## src/rtl/mem_arbiter_if.sv

```systemverilog
// Bundle of the two requester ports, the clear handshake and the scratch-memory port.
// The arbiter takes the slave view; the requesters and the memory take the master view.
interface mem_arbiter_if #(
  parameter int AW = 5,
  parameter int DW = 14
);
  logic          a_req;
  logic          a_we;
  logic [AW-1:0] a_addr;
  logic [DW-1:0] a_wdata;
  logic          a_gnt;
  logic          a_rvalid;

  logic          b_req;
  logic          b_we;
  logic [AW-1:0] b_addr;
  logic [DW-1:0] b_wdata;
  logic          b_gnt;
  logic          b_rvalid;

  logic [DW-1:0] rdata;

  logic          clr_start;
  logic          clr_busy;
  logic          clr_done;

  logic          mem_en;
  logic [AW-1:0] mem_address;
  logic [DW-1:0] mem_datain;
  logic [DW-1:0] mem_dataout;

  modport slave (
    input  a_req, a_we, a_addr, a_wdata,
    input  b_req, b_we, b_addr, b_wdata,
    input  clr_start, mem_dataout,
    output a_gnt, a_rvalid, b_gnt, b_rvalid, rdata,
    output clr_busy, clr_done,
    output mem_en, mem_address, mem_datain
  );

  modport master (
    output a_req, a_we, a_addr, a_wdata,
    output b_req, b_we, b_addr, b_wdata,
    output clr_start, mem_dataout,
    input  a_gnt, a_rvalid, b_gnt, b_rvalid, rdata,
    input  clr_busy, clr_done,
    input  mem_en, mem_address, mem_datain
  );
endinterface

```

## src/rtl/mem_arbiter.sv

```systemverilog
// Round-robin arbiter for two requesters sharing one single-port scratch memory,
// plus a clear sequencer that zero-fills every word.
module mem_arbiter #(
  parameter int AW    = 5,
  parameter int DW    = 14,
  parameter int DEPTH = 32
) (
  input  logic         clk,
  input  logic         rst,
  mem_arbiter_if.slave bus
);

  typedef enum logic [1:0] {
    IDLE   = 2'd0,
    ACCESS = 2'd1,
    CLEAR  = 2'd2
  } state_e;

  // Access captured in IDLE and replayed on the memory port during ACCESS.
  typedef struct packed {
    logic          owner;  // 0 = A, 1 = B
    logic          we;
    logic [AW-1:0] addr;
    logic [DW-1:0] wdata;
  } acc_t;

  localparam logic [AW-1:0] LAST_ADDR = AW'(DEPTH - 1);

  state_e        state_q,    state_d;
  logic          ptr_q,      ptr_d;
  logic [AW-1:0] cnt_q,      cnt_d;
  acc_t          acc_q,      acc_d;
  logic [DW-1:0] rdata_q,    rdata_d;
  logic          a_rvalid_q, a_rvalid_d;
  logic          b_rvalid_q, b_rvalid_d;
  logic          clr_done_q, clr_done_d;

  logic          pick_b;

  // B wins when it is the only requester, or when both ask and the pointer favours B.
  assign pick_b = bus.b_req && (!bus.a_req || ptr_q);

  // NOTE: sequential state uses non-blocking assignments so every register
  // samples the pre-edge value of its neighbours, independent of statement order.
  always_ff @(posedge clk) begin
    if (rst) begin
      state_q    <= IDLE;
      ptr_q      <= 1'b0;
      cnt_q      <= '0;
      rdata_q    <= '0;
      a_rvalid_q <= 1'b0;
      b_rvalid_q <= 1'b0;
      clr_done_q <= 1'b0;
    end else begin
      state_q    <= state_d;
      ptr_q      <= ptr_d;
      cnt_q      <= cnt_d;
      rdata_q    <= rdata_d;
      a_rvalid_q <= a_rvalid_d;
      b_rvalid_q <= b_rvalid_d;
      clr_done_q <= clr_done_d;
    end
  end

  // NOTE: the latched access is pure datapath; it is only observed in ACCESS,
  // which is always preceded by a capture, so it needs no reset.
  always_ff @(posedge clk) begin
    acc_q <= acc_d;
  end

  // NOTE: every signal driven here gets a default first, so no path can leave
  // one unassigned and infer a latch.
  always_comb begin
    state_d    = state_q;
    ptr_d      = ptr_q;
    cnt_d      = cnt_q;
    acc_d      = acc_q;
    rdata_d    = rdata_q;
    a_rvalid_d = 1'b0;
    b_rvalid_d = 1'b0;
    clr_done_d = 1'b0;

    unique case (state_q)
      IDLE: begin
        if (bus.clr_start) begin
          state_d = CLEAR;
          cnt_d   = '0;
        end else if (bus.a_req || bus.b_req) begin
          state_d = ACCESS;
          if (pick_b) begin
            acc_d = acc_t'{owner: 1'b1, we: bus.b_we, addr: bus.b_addr, wdata: bus.b_wdata};
          end else begin
            acc_d = acc_t'{owner: 1'b0, we: bus.a_we, addr: bus.a_addr, wdata: bus.a_wdata};
          end
        end
      end

      ACCESS: begin
        state_d = IDLE;
        ptr_d   = ~acc_q.owner;
        if (!acc_q.we) begin
          rdata_d    = bus.mem_dataout;
          a_rvalid_d = ~acc_q.owner;
          b_rvalid_d = acc_q.owner;
        end
      end

      CLEAR: begin
        if (cnt_q == LAST_ADDR) begin
          state_d    = IDLE;
          clr_done_d = 1'b1;
        end else begin
          cnt_d = cnt_q + 1'b1;
        end
      end

      default: state_d = IDLE;
    endcase
  end

  always_comb begin
    bus.a_gnt       = 1'b0;
    bus.b_gnt       = 1'b0;
    bus.clr_busy    = 1'b0;
    bus.mem_en      = 1'b0;
    bus.mem_address = acc_q.addr;
    bus.mem_datain  = acc_q.wdata;

    unique case (state_q)
      ACCESS: begin
        bus.a_gnt  = ~acc_q.owner;
        bus.b_gnt  = acc_q.owner;
        bus.mem_en = acc_q.we;
      end
      CLEAR: begin
        bus.clr_busy    = 1'b1;
        bus.mem_en      = 1'b1;
        bus.mem_address = cnt_q;
        bus.mem_datain  = '0;
      end
      default: ;
    endcase

    // Reset blocks strobes in the very cycle it is asserted, so an aborted clear
    // stops before writing the word it had reached.
    if (rst) begin
      bus.a_gnt    = 1'b0;
      bus.b_gnt    = 1'b0;
      bus.clr_busy = 1'b0;
      bus.mem_en   = 1'b0;
    end
  end

  assign bus.rdata    = rdata_q;
  assign bus.a_rvalid = a_rvalid_q;
  assign bus.b_rvalid = b_rvalid_q;
  assign bus.clr_done = clr_done_q;

endmodule
```

## src/flat_wrapper.sv

```systemverilog
// flat-port wrapper written by rule: the top's interface ports become plain ports
module mem_arbiter_flat 
#(
  parameter int AW    = 5,
  parameter int DW    = 14,
  parameter int DEPTH = 32
)
  (clk, rst, bus_a_req, bus_a_we, bus_a_addr, bus_a_wdata, bus_b_req, bus_b_we, bus_b_addr, bus_b_wdata, bus_clr_start, bus_mem_dataout, bus_a_gnt, bus_a_rvalid, bus_b_gnt, bus_b_rvalid, bus_rdata, bus_clr_busy, bus_clr_done, bus_mem_en, bus_mem_address, bus_mem_datain);
  mem_arbiter_if #(.AW(AW), .DW(DW)) bus_i ();
  input  logic clk;
  input  logic rst;
  input wire logic [$bits(bus_i.a_req)-1:0] bus_a_req;
  input wire logic [$bits(bus_i.a_we)-1:0] bus_a_we;
  input wire logic [$bits(bus_i.a_addr)-1:0] bus_a_addr;
  input wire logic [$bits(bus_i.a_wdata)-1:0] bus_a_wdata;
  input wire logic [$bits(bus_i.b_req)-1:0] bus_b_req;
  input wire logic [$bits(bus_i.b_we)-1:0] bus_b_we;
  input wire logic [$bits(bus_i.b_addr)-1:0] bus_b_addr;
  input wire logic [$bits(bus_i.b_wdata)-1:0] bus_b_wdata;
  input wire logic [$bits(bus_i.clr_start)-1:0] bus_clr_start;
  input wire logic [$bits(bus_i.mem_dataout)-1:0] bus_mem_dataout;
  output wire logic [$bits(bus_i.a_gnt)-1:0] bus_a_gnt;
  output wire logic [$bits(bus_i.a_rvalid)-1:0] bus_a_rvalid;
  output wire logic [$bits(bus_i.b_gnt)-1:0] bus_b_gnt;
  output wire logic [$bits(bus_i.b_rvalid)-1:0] bus_b_rvalid;
  output wire logic [$bits(bus_i.rdata)-1:0] bus_rdata;
  output wire logic [$bits(bus_i.clr_busy)-1:0] bus_clr_busy;
  output wire logic [$bits(bus_i.clr_done)-1:0] bus_clr_done;
  output wire logic [$bits(bus_i.mem_en)-1:0] bus_mem_en;
  output wire logic [$bits(bus_i.mem_address)-1:0] bus_mem_address;
  output wire logic [$bits(bus_i.mem_datain)-1:0] bus_mem_datain;
  assign bus_i.a_req = bus_a_req;
  assign bus_i.a_we = bus_a_we;
  assign bus_i.a_addr = bus_a_addr;
  assign bus_i.a_wdata = bus_a_wdata;
  assign bus_i.b_req = bus_b_req;
  assign bus_i.b_we = bus_b_we;
  assign bus_i.b_addr = bus_b_addr;
  assign bus_i.b_wdata = bus_b_wdata;
  assign bus_i.clr_start = bus_clr_start;
  assign bus_i.mem_dataout = bus_mem_dataout;
  assign bus_a_gnt = bus_i.a_gnt;
  assign bus_a_rvalid = bus_i.a_rvalid;
  assign bus_b_gnt = bus_i.b_gnt;
  assign bus_b_rvalid = bus_i.b_rvalid;
  assign bus_rdata = bus_i.rdata;
  assign bus_clr_busy = bus_i.clr_busy;
  assign bus_clr_done = bus_i.clr_done;
  assign bus_mem_en = bus_i.mem_en;
  assign bus_mem_address = bus_i.mem_address;
  assign bus_mem_datain = bus_i.mem_datain;
  mem_arbiter #(.AW(AW), .DW(DW), .DEPTH(DEPTH)) u_core (.clk(clk), .rst(rst), .bus(bus_i));
endmodule
```

## config.mk

```make
export PLATFORM = sky130hd
export DESIGN_NAME = mem_arbiter_flat
export DESIGN_NICKNAME = d
export VERILOG_FILES = /design/src/rtl/mem_arbiter_if.sv /design/src/rtl/mem_arbiter.sv /design/src/flat_wrapper.sv
export SDC_FILE = /design/constraint.sdc
export NUM_CORES = 1
export LEC_CHECK = 0
export BUFFER_PORTS_ARGS = -buffer_cell sky130_fd_sc_hd__buf_2
export CORE_ASPECT_RATIO = 1.4
export CORE_UTILIZATION = 42
export DETAILED_ROUTE_END_ITERATION = 6
export GPL_TIMING_DRIVEN = 0
export PLACE_DENSITY = 0.76
export REMOVE_ABC_BUFFERS = 1
export SLEW_MARGIN = 10
export SYNTH_ARGS = -nofsm -noshare
export SYNTH_HDL_FRONTEND = slang
export SYNTH_SLANG_ARGS = --single-unit
```

## constraint.sdc

```tcl
create_clock -name clk -period 2.2 [get_ports clk]
set_input_delay 0.66 -clock clk [delete_from_list [all_inputs] [get_ports clk]]
set_output_delay 0.66 -clock clk [all_outputs]
set_load 0.1 [all_outputs]
```

Yosys cells after proc, flatten, opt, wreduce, memory -nomap -nowiden
Index checks and enable logic that the tools add are counted.

word-level totals
  bits in registers = 46
  output and inout port bits = 40
  logic and storage cells = 55
  bits of input ports = 59

operators by class
  $add $sub $neg = 1
  bitwise gates (word level) = 5
  multiplexer cells = 19
  reductions and logical operators = 12
  equal/unequal tests = 7

operator list
  kind                                                                     count
  21-bit two-way mux                                                       1
  5-bit two-way mux                                                        3
  14-bit two-way mux                                                       1
  5-bit one-hot mux with 2 select lines                                    1
  1-bit two-way mux                                                        8
  2-bit two-way mux                                                        3
  3-bit AND reduction                                                      2
  5-bit by 1-bit adder with 5-bit output, second input constant            1
  5-bit == test, second input constant                                     1
  1-bit inverter                                                           5
  2-bit inequality test, second input constant                             2
  2-bit one-hot mux with 2 select lines                                    1
  2-bit AND reduction                                                      2
  3-bit by 2-bit inequality test with 1-bit output, second input constant  1
  3-bit OR reduction                                                       1
  2-bit by 1-bit == test with 1-bit output, second input constant          1
  2-bit == test, second input constant                                     1
  2-bit zero test                                                          1
  1-bit logical OR                                                         2
  2-bit by 1-bit inequality test with 1-bit output, second input constant  1
  1-bit one-hot mux with 2 select lines                                    1
  2-bit nonzero test                                                       1
  2-bit OR reduction                                                       1
  1-bit logical AND                                                        1
  1-bit zero test                                                          1

Longest topological paths before layout
Gate-level depths: netlist (run 1).

  depth in word-level cells = 4
  gate-level depth with buffers = 7
  depth with buffers taken out = 7

Worst setup path after synthesis (run 1)
Ideal clock, no wire load.

  path type = input port to output port
  start = input port rst
  end = output port bus_mem_en
  path buffers = 1
  setup slack = -1.490 ns
  cell stages on the path = 2
  data required time = 1.540 ns
  arrival = 3.030 ns
  cells stage by stage = clkbuf_1 nor3b_1

between the ends
  cells in the longest elaborated chain, start to end = 1

ends and longest elaborated chain
  item               line                source
  from (decl)        flat_wrapper.sv:11  input logic rst;
  1-bit two-way mux  mem_arbiter.sv:146  if (rst) begin
  to (decl)          flat_wrapper.sv:29  output wire logic [$bits(bus_i.mem_en)-1:0] bus_mem_en;

Every way passes these cells.

Worst setup path after layout (run 1)
  start = register u_core.state_q[0]
  end = output port bus_mem_datain[3]

between the ends
  cells in the longest elaborated chain, start to end = 2

ends and longest elaborated chain
  item                    line                source
  from (decl)             mem_arbiter.sv:29   state_e state_q, state_d;
  from (signal assigned)  mem_arbiter.sv:55   state_q <= state_d;
  2-bit == test           mem_arbiter.sv:129  unique case (state_q)
  14-bit two-way mux      mem_arbiter.sv:129
  to (decl)               flat_wrapper.sv:31  output wire logic [$bits(bus_i.mem_datain)-1:0] bus_mem_datain;

Every way passes these cells.

==> impl_metrics.env, run 1 <==
export IMPL_fp_dieW_um=62.2
export IMPL_crit_path_end_kind="output pin"
export IMPL_instances_no_fill=367
export IMPL_ys_ff_latch=46
export IMPL_cp_start_kind="register"
export IMPL_synth_area_leaders="edfxtp_1 (30%), dfxtp_1 (24%), mux2_2 (13%)"
export IMPL_cts_path_max_buffers=2
export IMPL_cp_required_ns=1.54
export IMPL_final_nets=367
export IMPL_ir_worst_vdd_uv=365
export IMPL_dpl_hpwl_um=3000
export IMPL_die_area_um2=5360
export IMPL_crit_family="buffers and inverters"
export IMPL_diodes=0
export IMPL_max_freq_ghz=0.461
export IMPL_drv_slew=0
export IMPL_yosysUniqueCellTypes=34
export IMPL_grt_antenna_before_repair=0
export IMPL_clk_latency_ns=0.29
export IMPL_cp_max_fo=7
export IMPL_die_h_um=86.2
export IMPL_drc=0
export IMPL_final_common_cell="buf_2"
export IMPL_grt_usage_pct=16.7
export IMPL_cts_tree="built"
export IMPL_cts_made_buffers=5
export IMPL_vias=1734
export IMPL_worst_pin_slew_ns=1.00
export IMPL_synthArstFlopShare_pct=0
export IMPL_power_density_nw_per_um2=790
export IMPL_cpPeakStageDelay_ns=0.36
export IMPL_critPathKind="register to output pin"
export IMPL_overflow=0
export IMPL_initial_utilization_pct=44.0
export IMPL_dp_cells=352
export IMPL_synth_top_area_share_pct=29.6
export IMPL_slowest_stage="dfxtp_2"
export IMPL_ant_nets=0
export IMPL_first_iter_violations=65
export IMPL_setup_violations_final=0
export IMPL_num_rows=30
export IMPL_clkSlewWorstSetupHoldPaths_ns=0.08
export IMPL_synth_edf_count=21
export IMPL_grt_first_pass_wirelength_um=7130
export IMPL_finalCritPeriodShare_pct=98.5
export IMPL_first_pass_iters=4
export IMPL_fin_util_pct=64.9
export IMPL_gp_congestion=0.769
export IMPL_finalSetupTns_ns=0
export IMPL_ys_flop_type="dfxtp_1"
export IMPL_crit_arrival_ns=1.51
export IMPL_root_buffer="clkbuf_8"
export IMPL_ys_warn_count=0
export IMPL_crit_buf_inv=4
export IMPL_path_cells="inv_4, ha_4, buf_6, buf_4, nor2b_4, buf_12"
export IMPL_final_cell_mix="buf_2 (74), nand2_1 (32), mux2_2 (24)"
export IMPL_min_period_ns=2.17
export IMPL_synth_cells=199
export IMPL_grt_max_degree=26
export IMPL_core_area_um2=4840
export IMPL_reg2reg_from="u_core.ptr_q$_SDFFE_PP0N_"
export IMPL_synth_largest_area_cell="edfxtp_1"
export IMPL_cap_violations=0
export IMPL_finalHoldViolations=0
export IMPL_crit_path_start="u_core.state_q[0]$_SDFFE_PP0P_"
export IMPL_rsz0062_at_grt="yes"
export IMPL_relSlewSlack_pct=33.3
export IMPL_min_path_type="register to register"
export IMPL_drive_above_1_share_pct=52.1
export IMPL_seq_area_frac_synth_pct=53.1
export IMPL_ctsHoldBuffers=0
export IMPL_finClkSkew_ns=0.00696
export IMPL_ioPinCount=99
export IMPL_syn2layout_area_growth_pct=47.6
export IMPL_grt_pass1_vias=1636
export IMPL_h_tree_depth=2
export IMPL_drt_wirelength_per_cell_um=12.5
export IMPL_routed_wl_um=4570
export IMPL_cts_sinks=46
export IMPL_syn_avg_cell_area_um2=10.7
export IMPL_vias_per_cell=4.72
export IMPL_numPortBuffers=98
export IMPL_netlist_area_um2=2130
export IMPL_hp_start="u_core.bus.rdata[8]$_SDFFE_PP0P_"
export IMPL_status="completed"
export IMPL_p_leak_uw=0.00138
cell families after synthesis:
group	synth area share (%)
flops	53.1
mux	13.9
fa+ha+maj	3.53
simple gates	17.5
compound gates	8.29
buf+inv	3.70
synthesized netlist by cell type (2+ instances only):
cell / instances
edfxtp_1: 21
dfxtp_1: 25
nand3_1: 3
buf_4: 3
nand2_1: 32
and2_1: 3
a21oi_1: 20
nand2b_1: 4
o21ai_0: 3
ha_1: 6
clkbuf_1: 3
inv_1: 5
mux2_2: 24
and3_1: 2
nor3_1: 4
nor2b_1: 17
buf_2: 2
nor2_1: 6
layout make-up:
class	instances	area, um^2
inverters	5	21.3
flip-flops and latches	46	1140
clock buffers	7	97.6
clock inverters	1	6.26
fillers	387	1700
well taps	64	80.1
repair buffers	106	785
multi-input cells	138	1020
worst paths after layout:
| kind | end | slack, ns | depth (start not counted) |
|---|---|---|---|
| worst min register to register | u_core.bus.rdata[8]$_SDFFE_PP0P_ | 0.46 | 2 |
| worst min-delay path | u_core.bus.rdata[8]$_SDFFE_PP0P_ | 0.46 | 2 |
| worst max register to register | u_core.acc_q[15]$_DFFE_PP_ | 0.40 | 2 |
| worst max-delay path | bus_mem_datain[3] | 0.03 | 6 |
stage by stage:
stage / setup WS (ns) / hold WS [ns] / area, um^2 / power [uW]
6_report: 0.0331 / 0.456 / 3140 / 2480
5_1_grt: -0.0289 / 0.478 / 3140 / 2590
4_1_cts: -0.0253 / 0.458 / 2940 / 2420
3_5_place_dp: -0.483 / 0.446 / 2660 / 1760
3_3_place_gp: -0.511 / 0.439 / 2640 / 1740
2_1_floorplan: -1.35 / 0.440 / 2070 / 1600
tightest hold or removal path, cell delays in order (launching register included):
cell and delay [ns]:
dfxtp_1 0.31, nand2_1 0.05, a21oi_1 0.05
report_power, final:
| part | switching (uW) | internal (uW) |
|---|---|---|
| combinational | 622 | 313 |
| sequential | 23.8 | 958 |
| clock | 271 | 294 |
state kept, by name, summed over array words and instances, names as in the netlist:
signal               count
u_core.bus.clr_done      1
u_core.bus.b_rvalid      1
u_core.acc_q            21
u_core.cnt_q             5
u_core.ptr_q             1
u_core.state_q           2
u_core.bus.a_rvalid      1
u_core.bus.rdata        14
per-layer routing:
metal / GRT usage, % / part of all wire [%] / vias to the layer above
li1: - / - / 887
met1: 18.9 / 39 / 774
met2: 29.4 / 53 / 69
met3: 5.26 / 7.3 / 4
met4: 6.34 / 0.77 / 0
met5: 0 / 0 / -
repair_timing:
action	CTS	global route
endpoints found under the setup margin	23	22
gates resized for setup	47	50
pin swaps	1	0
gates cloned	0	0
setup buffers	5	2
(Power assumes the default switching activity.)
==> run 2: changes to the inputs <==
- CORE_UTILIZATION: 42 -> 46
- PLACE_DENSITY: 0.76 -> 0.79
- clock period: 2.2 -> 2 ns (I/O delays scaled with it)
==> run 2 against run 1 <==
The flow now finishes with violations (negative setup slack). Worst hold slack worse by 0.0020 ns. Routed wire length grew 23%. Final cell count shrank 0.27%. Sequential share of layout area decreased by 1.9 points. Via count grew 7.2%. Worst setup slack worse by 0.17 ns. Critical path type unchanged. Largest cell class unchanged.
==> impl_metrics.env, run 2 (same netlist as run 1, synthesis figures left out) <==
export IMPL_clkSlewWorstSetupHoldPaths_ns=0.08
export IMPL_violations="negative setup slack"
export IMPL_critPathKind="register to output pin"
export IMPL_r2r_slack_ns=0.09
export IMPL_worst_pin_slew_ns=1.02
export IMPL_clk_latency_ns=0.30
export IMPL_relSlewSlack_pct=31.8
export IMPL_numPortBuffers=98
export IMPL_fillers=271
export IMPL_dp_cells=348
export IMPL_finalHoldViolations=0
export IMPL_fin_area_um2=3310
export IMPL_die_area_um2=4910
export IMPL_instances_no_fill=366
export IMPL_grt_usage_pct=22.9
export IMPL_grt_pass1_vias=1818
export IMPL_overflow=0
export IMPL_cts_tree="built"
export IMPL_final_cell_mix="buf_2 (74), nand2_1 (32), mux2_2 (24)"
export IMPL_largest_reg_flops=21
export IMPL_drt_wirelength_per_cell_um=15.4
export IMPL_cp_start_kind="register"
export IMPL_min_path_type="register to register"
export IMPL_finClkSkew_ns=0.00816
export IMPL_cts_path_max_buffers=2
export IMPL_fin_hold_ws_ns=0.454
export IMPL_gp_congestion=0.760
export IMPL_crit_path_end_kind="output pin"
export IMPL_diodes=0
export IMPL_r2r_cells=7
export IMPL_vias_per_cell=5.08
export IMPL_multi_input_area_um2=1090
export IMPL_fp_dieW_um=59.5
export IMPL_drc=0
export IMPL_worst_slack_ns=-0.141
export IMPL_cap_violations=0
export IMPL_initial_utilization_pct=49.0
export IMPL_drv_slew=0
export IMPL_syn2layout_area_growth_pct=55.6
export IMPL_crit_path_start="u_core.state_q[0]$_SDFFE_PP0P_"
export IMPL_final_common_cell="buf_2"
export IMPL_grt_first_pass_wirelength_um=7980
export IMPL_core_area_um2=4340
export IMPL_p_leak_uw=0.00145
export IMPL_rsz0062_at_grt="yes"
export IMPL_grt_antenna_before_repair=0
export IMPL_ant_nets=0
export IMPL_num_rows=28
export IMPL_reg2reg_from="u_core.cnt_q[0]$_SDFFE_PP0P_"
export IMPL_cp_required_ns=1.40
export IMPL_setup_violations_final=20
export IMPL_crit_arrival_ns=1.54
export IMPL_final_nets=370
export IMPL_dpl_hpwl_um=3310
export IMPL_hold_end="u_core.bus.rdata[2]$_SDFFE_PP0P_"
export IMPL_max_freq_ghz=0.467
export IMPL_root_buffer="clkbuf_8"
export IMPL_min_path_cells=2
export IMPL_ctsHoldBuffers=0
export IMPL_status="finished with violations"
export IMPL_grt_max_degree=26
export IMPL_first_iter_violations=67
export IMPL_cts_sinks=46
export IMPL_place_area_um2=2650
export IMPL_largest_register="u_core.acc_q"
export IMPL_min_period_ns=2.14
export IMPL_drive_above_1_share_pct=54.6
export IMPL_regArea_um2=1140
export IMPL_ir_worst_vdd_uv=668
export IMPL_routed_wl_um=5630
export IMPL_die_h_um=82.5
export IMPL_vias=1859
export IMPL_finalSetupTns_ns=-2.38
export IMPL_cp_max_fo=7
export IMPL_hp_start="u_core.bus.rdata[2]$_SDFFE_PP0P_"
export IMPL_reg2reg_to="u_core.state_q[1]$_SDFFE_PP0P_"
export IMPL_h_tree_depth=2
export IMPL_ioPinCount=99
export IMPL_power_density_nw_per_um2=836
export IMPL_cts_made_buffers=5
export IMPL_finalCritPeriodShare_pct=107
export IMPL_first_pass_iters=4
## run 2: worst max-delay path: stages, from the launching register on
cell and delay (ns):
dfxtp_2 0.37, inv_4 0.06, ha_4 0.20, buf_8 0.14, buf_12 0.15, nor2b_4 0.13, buf_12 0.18
## run 2: metrics by stage
stage | utilization [%] | power, uW | worst slack, ns
after CTS | 71.8 | 2670 | -0.102
final | 76.2 | 2770 | -0.141
after floorplan | - | 1760 | -1.49
after global placement | 60.6 | 1920 | -0.626
after detailed placement | 61.0 | 1940 | -0.597
after global routing | 76.2 | 2880 | -0.180
## run 2: how the worst max path moves through the flow
stage	to	slack (ns)	depth (start not counted)
6_report	bus_mem_datain[2]	-0.14	6
2_1_floorplan	bus_mem_en	-1.49	4
3_3_place_gp	u_core.acc_q[18]$_DFFE_PP_	-0.63	3
3_5_place_dp	bus_mem_address[2]	-0.60	4
4_1_cts	bus_mem_address[2]	-0.10	4
5_1_grt	bus_mem_datain[10]	-0.18	6
## run 2: where the power goes
part           leakage, uW  switching [uW]  total [uW]  internal (uW)
registers         0.000401            32.0        1090           1050
logic              0.00101             726        1140            414
clock network    0.0000407             310         544            234
total              0.00145            1070        2770           1700
## run 2: layout make-up
class / count / area share, %
Clock buffer: 5 / 2.08
Clock inverter: 3 / 0.340
Multi-Input combinational cell: 138 / 32.9
Timing Repair Buffer: 109 / 27.4
Inverter: 5 / 0.718
Tap cell: 60 / 2.27
Sequential cell: 46 / 34.3
## run 2: repair_timing
item / 4_1_cts / 5_1_grt
pin swaps: 1 / 4
endpoints found under the setup margin: 27 / 23
gates cloned: 0 / 1
buffers inserted: 3 / 6
gates resized for setup: 104 / 30
## run 2: layer usage
layer / GRT usage [%] / wire, um / vias to the layer above
li1: - / - / 894
met5: 0 / 0 / -
met3: 9.97 / 504 / 14
met1: 22.4 / 2150 / 850
met4: 13.8 / 153 / 0
met2: 39.3 / 2820 / 101
